## src/rtl/friscv_dosador_uc.sv

```systemverilog
// Frisc-V juice dispenser control unit: N pumps, timed doses,
// pause on cup removal and abort after a cup-absence timeout.
module friscv_dosador_uc #(
    parameter int N_SUCOS       = 4,
    parameter int DOSE_CICLOS   = 1000,
    parameter int TIMEOUT_PAUSA = 500
) (
    input  logic               clock,
    input  logic               reset,
    input  logic               liga_frisc,
    input  logic [N_SUCOS-1:0] liga_suco,
    input  logic               copo_posicionado,
    output logic [N_SUCOS-1:0] ativa_bomba,
    output logic               inicia_medida,
    output logic               pronto,
    output logic               erro,
    output logic [2:0]         db_suco,
    output logic [3:0]         db_estado
);

    localparam int DW = $clog2(DOSE_CICLOS) + 1;
    localparam int PW = $clog2(TIMEOUT_PAUSA) + 1;

    localparam logic [DW-1:0] DOSE_ULT  = DW'(DOSE_CICLOS - 1);
    localparam logic [DW-1:0] DOSE_MAX  = DW'(DOSE_CICLOS);
    localparam logic [PW-1:0] PAUSA_ULT = PW'(TIMEOUT_PAUSA - 1);

    typedef enum logic [3:0] {
        INICIAL       = 4'b0000,
        ESPERA_ATIVAR = 4'b0001,
        DOSANDO       = 4'b0010,
        PAUSA         = 4'b0011,
        FINAL         = 4'b0100,
        ERRO          = 4'b1110
    } estado_t;

    estado_t       estado;
    logic [2:0]    sel;
    logic [DW-1:0] cnt_dose;
    logic [PW-1:0] cnt_pausa;
    logic [2:0]    sel_prox;
    logic          tem_botao;

    // Lowest pressed button wins.
    always_comb begin
        tem_botao = |liga_suco;
        sel_prox  = 3'd0;
        for (int i = N_SUCOS - 1; i >= 0; i--) begin
            if (liga_suco[i]) sel_prox = 3'(i);
        end
    end

    always_ff @(posedge clock or negedge reset) begin
        if (!reset) begin
            estado    <= INICIAL;
            sel       <= 3'd0;
            cnt_dose  <= '0;
            cnt_pausa <= '0;
        end else if (!liga_frisc) begin
            estado <= INICIAL;
        end else begin
            case (estado)
                INICIAL: estado <= ESPERA_ATIVAR;
                ESPERA_ATIVAR: begin
                    if (copo_posicionado && tem_botao) begin
                        sel      <= sel_prox;
                        cnt_dose <= '0;
                        estado   <= DOSANDO;
                    end
                end
                DOSANDO: begin
                    // The cycle that sees the cup leave still pumped.
                    if (cnt_dose != DOSE_MAX) cnt_dose <= cnt_dose + 1'b1;
                    if (!copo_posicionado) begin
                        cnt_pausa <= '0;
                        estado    <= PAUSA;
                    end else if (cnt_dose >= DOSE_ULT) begin
                        estado <= FINAL;
                    end
                end
                PAUSA: begin
                    if (cnt_pausa != PAUSA_ULT) cnt_pausa <= cnt_pausa + 1'b1;
                    if (copo_posicionado) begin
                        estado <= DOSANDO;
                    end else if (cnt_pausa == PAUSA_ULT) begin
                        estado <= ERRO;
                    end
                end
                FINAL:   estado <= ESPERA_ATIVAR;
                ERRO:    estado <= ERRO;
                default: estado <= INICIAL;
            endcase
        end
    end

    always_comb begin
        for (int i = 0; i < N_SUCOS; i++) begin
            ativa_bomba[i] = (estado == DOSANDO) && (sel == 3'(i));
        end
    end

    assign inicia_medida = (estado != INICIAL);
    assign pronto        = (estado == FINAL);
    assign erro          = (estado == ERRO);
    assign db_suco       = sel;
    assign db_estado     = estado;

endmodule

```

## config.mk

```make
export PLATFORM = sky130hd
export DESIGN_NAME = friscv_dosador_uc
export DESIGN_NICKNAME = d
export VERILOG_FILES = /design/src/rtl/friscv_dosador_uc.sv
export SDC_FILE = /design/constraint.sdc
export NUM_CORES = 1
export LEC_CHECK = 0
export ABC_CLOCK_PERIOD_IN_PS = 1800
export CAP_MARGIN = 20
export CORE_MARGIN = 1
export CORE_UTILIZATION = 50
export DETAILED_ROUTE_END_ITERATION = 10
export DONT_BUFFER_PORTS = 1
export PLACE_DENSITY = 0.68
export REMOVE_ABC_BUFFERS = 1
export SETUP_SLACK_MARGIN = 0.3
export SYNTH_ARGS = -nofsm -noshare
export SYNTH_HDL_FRONTEND = slang
export SYNTH_SLANG_ARGS = --single-unit
```

## constraint.sdc

```tcl
create_clock -name clock -period 1.8 [get_ports clock]
set_input_delay 0.27 -clock clock [delete_from_list [all_inputs] [get_ports clock]]
set_output_delay 0.27 -clock clock [all_outputs]
set_load 0.02 [all_outputs]
```

# Yosys cells after proc, flatten, opt, wreduce, memory -nomap -nowiden
# Index checks and enable logic that the tools add are counted.
totals:
  ff_bits: 28
  inputBits: 8
  word_cells: 58
  out_inout_bits: 14
classes:
  n_eq_ne: 18
  n_reduce_logical: 16
  muxes: 17
  n_lt_le_gt_ge: 1
  n_addsub: 2
ops:
  columns: ["operator", "n"]
  rows:
  - ["$mux 4", 6]
  - ["$mux 11", 2]
  - ["$pmux 11 s2", 1]
  - ["$mux 10", 2]
  - ["$pmux 10 s2", 1]
  - ["$pmux 4 s5", 1]
  - ["$add 11x1->11 const B", 1]
  - ["$ge 11x10->1 const B", 1]
  - ["$ne 11x10->1 const B", 1]
  - ["$add 10x1->10 const B", 1]
  - ["$eq 10x9->1 const B", 1]
  - ["$ne 10x9->1 const B", 1]
  - ["$eq 4x2->1 const B", 2]
  - ["$ne 2x2->1 const B", 4]
  - ["$ne 4x4->1 const B", 2]
  - ["$reduce_and 4->1", 2]
  - ["$eq 3x2->1 const B", 2]
  - ["$mux 3", 2]
  - ["$reduce_and 3->1", 2]
  - ["$logic_and 1x1->1", 5]
  - ["$eq 4x1->1 const B", 1]
  - ["$eq 4x3->1 const B", 1]
  - ["$eq 4x4->1 const B", 1]
  - ["$logic_not 4->1", 1]
  - ["other kinds (8)", 10]

# Longest topological paths before layout
logic_depth:
  depth_word: 5
  mapped_depth: 6
  mapped_depth_nobuf: 6

# Worst setup path before layout
# No wires, ideal clock.
synth_timing:
  kind: "reg-to-reg"
  startpoint: "reg estado[0] (netlist: db_estado[0])"
  endpoint: "reg cnt_pausa[6]"
  slack_ns: -0.040
  t_required_ns: 1.674
  arrival_time_ns: 1.714
  synth_period_minus_slack_ns: 1.840
  path_stages_with_launch: 6
  path_buffers: 1
  setup_time_ns: 0.126
  path_cell_list: "dfrtp_1 -> or4b_1 -> or3_1 -> buf_2 -> nand2b_1 -> mux2i_1"
synth_via:
  elab_chain_cells: 3
  word_cells_on_any_way: 7
  cone_classes: "4 x eq/ne; 1 x mux; 2 x reduce/logical"
synth_lines:
  columns: ["element", "line", "source"]
  rows:
  - ["start, declared", "37", "estado_t estado;"]
  - ["start signal, assigned", "55", "estado <= INICIAL;"]
  - ["start signal, assigned", "60", "estado <= INICIAL;"]
  - ["start signal, assigned", "63", "INICIAL: estado <= ESPERA_ATIVAR;"]
  - ["$eq 4x2->1", "62", "case (estado)"]
  - ["$ne 2x2->1 (no line) or $reduce_bool 2->1 (tied branches)", null, null]
  - ["$reduce_and 4->1 (no line)", null, null]
  - ["end signal, assigned", "82", "if (cnt_pausa != PAUSA_ULT) cnt_pausa <= cnt_pausa + 1'b1;"]
  - ["end, declared", "40", "logic [PW-1:0] cnt_pausa;"]
# Several ways; a longest one is shown, not always the timed one.
# A chain may end at the register's enable or synchronous reset.

# Final worst setup path
layout_timing:
  startpoint: "reg estado[2] (netlist: db_estado[2])"
  endpoint: "reg cnt_dose[8]"
layout_via:
  elab_chain_cells: 3
  word_cells_on_any_way: 7
  cone_classes: "4 x eq/ne; 1 x mux; 2 x reduce/logical"
layout_lines:
  columns: ["element", "line", "source"]
  rows:
  - ["$eq 4x2->1 or $eq 4x1->1 (tied branches)", "62", null]
  - ["$ne 2x2->1 (no line) or $reduce_bool 2->1 (tied branches)", null, null]
  - ["$reduce_and 4->1 (no line)", null, null]
  - ["end signal, assigned", "73", "if (cnt_dose != DOSE_MAX) cnt_dose <= cnt_dose + 1'b1;"]
  - ["end, declared", "39", "logic [DW-1:0] cnt_dose;"]
# Several ways; a longest one is shown, not always the timed one.

==> results.ini <==
[cts]
clk_latency_ns=0.34
clock_sinks=27
cts_tree=done
h-tree-depth=1
cts_root_buf=clkbuf_4
clk_path_buf_depth=2
clk_pin_slew_worst_paths_ns=0.16
numCtsBuffers=3

[power]
power_mw=2.149
internal_power_mw=1.306
cellPowerDensity_nw_per_um2=787.2
switching_share_pct=39.21
p_leak_nw=1.143
p_sw_mw=0.8428
seqPwrFrac_pct=39.3
p_clk_share_pct=13.7
peakVddDrop_mv=0.4859
power.share.combinational_pct=47.1

[timing]
fmax_mhz=468.1
report.final.hold_viol_count=0
rsz0062_at_grt=true
period_share_pct=118.7
hold_ws_ns=0.08694
setup_viol=28
clock_skew_ns=0.001419
slew_viol_final=0
layout_min_cycle_time_ns=2.136
setup_ws_ns=-0.3364

[worst_hold_path]
hold_start=liga_frisc
min_path_type=in2reg

[floorplanning]
fp.dieH_microns=62.30
io_pins=22
die_area_sq_um=3881
die_w_microns=62.30
core_sq_um=3416
rows=21
initial_core_util_pct=53.22

[cells_and_area]
seqCellArea_sq_um=675.6
diodes=0
final.fill_count=198
drive_above_1_share_pct=43.21
areaGrowthSynthToFinish_pct=50.17
fin_cells=289
utilization_pct=79.93
multi_input_area_sq_um=1415
final_nets=255

[global_routing]
grt.total_usage_pct=30.83
grt_max_degree=28
grt.overflow.total=0
antenna_found_initial=0
grt_pass1_vias=1933
grt_pass1_wl_microns=9356

[synthesis]
ys_seq_area_share_pct=37.16
postSynth.asyncResetShare_pct=100.0
synth_edf_count=0
syn-cell-area_sq_um=1818
ys_types=53
synth_ff_type=dfrtp_1
synth_top_cell_area_share_pct=37.16
ys_ff_latch=27
synth_top_cell_by_area=dfrtp_1
avgSynthCellArea_sq_um=9.090
yosys-top-cells-count=dfrtp_1, nand2_1, nor2_1
synthTopCellsByArea=dfrtp_1, mux2i_1, nand2_1
yosysMostFrequentCell=dfrtp_1
yosys_warnings=0
syn-instance-count=200

[placed_design]
dp_slack_ns=-0.04045
place_inst=258
portBuffers=0
dp_hpwl_microns=3091
gp_congestion=0.8825

[drt]
detail_route.wl_per_cell_microns=22.10
drtPass1Iterations=4
drtAntennaViolNets=0
vias=1886
drt-total-wl_microns=6387
drcViolationCount=0
avgViaCountPerCell=6.526
drt-initial-drc-count=133

[setup_path]
cp.required_ns=2.04
r2r_end=cnt_dose[8]
r2r-start=db_estado[2]
worstPathCellList=buf_6 > nor4b_4 > buf_12 > buf_12 > buf_12 > nand2_8 > o31ai_1 > a21oi_2
crit_end=cnt_dose[8]
path_common_cell=buf_12
startpoint=db_estado[2]
rrSetupSlack_ns=-0.34
worst_setup_path_end_kind=register
critPathLaunchType=register
max_stage_delay_ns=0.46
critPathSlowestCell=dfrtp_1
path_max_fanout=6
cp_data_arrival_time_ns=2.37
path_class=reg2reg
r2r_cells=8

[run]
max_cap_viol_count=0

[run_status]
failed_checks=setup timing
status=complete, but fails checks

[how the worst min path moves through the flow]
stage                              end  slack [ns]  cells after the start
after detailed placement    db_suco[0]       -0.03                      0
after CTS                   db_suco[0]        0.01                      1
after floorplan            cnt_dose[0]       -0.03                      0
after global routing      db_estado[0]        0.08                      1
final                     db_estado[0]        0.09                      1
after global placement      db_suco[0]       -0.03                      0
[cell type report]
cell class,count,share of cell area (%)
Multi-Input combinational cell,156,51.83
Inverter,8,1.100
Clock inverter,1,0.2750
Tap cell,46,2.108
Timing Repair Buffer,48,19.11
Sequential cell,27,24.75
Clock buffer,3,0.8249
[registers in the layout, summed over array words and instances, names as in the netlist]
name and flops:
db_estado 4, db_suco 2, cnt_pausa 10, cnt_dose 11
[cell usage in the layout (no fill, tap or decap), types with 7 or more instances in the layout]
cell type	count
nand2b_1	9
buf_6	15
dfrtp_1	27
nor2_1	8
buf_4	24
nand2_1	16
inv_1	7
nand4_1	8
a21oi_2	7
mux2i_1	12
[worst max-delay path, delay by kind of cell (launching register included)]
| kind | cells | cell delay (ns) |
|---|---|---|
| and+or+nand+nor | 2 | 0.46 |
| AOI/OAI and AO/OA | 2 | 0.56 |
| DFF | 1 | 0.46 |
| buffers and inverters | 4 | 0.54 |
[cells by family (layout without fill, tap and decap cells)]
| group | count (synthesis) | in the layout | share of synthesized area, % |
|---|---|---|---|
| other cells | 1 | 1 | 0.2063 |
| flops | 27 | 27 | 37.16 |
| compound gates | 38 | 38 | 15.28 |
| mux | 13 | 13 | 7.227 |
| buf+inv | 18 | 60 | 4.542 |
| xor+xnor | 3 | 3 | 1.446 |
| simple gates | 97 | 98 | 32.07 |
| fa+ha+maj | 3 | 3 | 2.065 |
[metrics by stage]
| step | instance area [sq um] | TNS (ns) |
|---|---|---|
| 4_1_cts | 2545 | -0.8289 |
| 6_report | 2730 | -3.946 |
| 2_1_floorplan | 1765 | -1.259 |
| 5_1_grt | 2730 | -4.792 |
| 3_3_place_gp | 2001 | 0 |
| 3_5_place_dp | 2001 | -0.1864 |
[repair_timing]
action	CTS	global route
pin swaps	30	14
hold buffers	2	1
cloned	2	0
endpoints found under the hold margin	27	1
setup endpoints to repair	34	34
buffers inserted	18	4
gates resized for setup	65	26
[power by group through the flow]
stage	clock, mW	sequential [mW]	combinational [mW]
floorplan	0	0.854	0.306
global placement	0	0.819	0.537
detailed placement	0	0.831	0.557
CTS	0.290	0.825	0.864
global route	0.326	0.858	1.07
finish	0.294	0.844	1.01
[metal layers]
layer | part of all wire (%) | track usage, % | vias up
met4 | 5.1 | 16.28 | 0
li1 | - | - | 834
met1 | 39 | 34.86 | 952
met5 | 0 | 0 | -
met3 | 3.5 | 3.676 | 31
met2 | 52 | 56.32 | 69
Note: power is estimated with default switching activity, not from simulation.
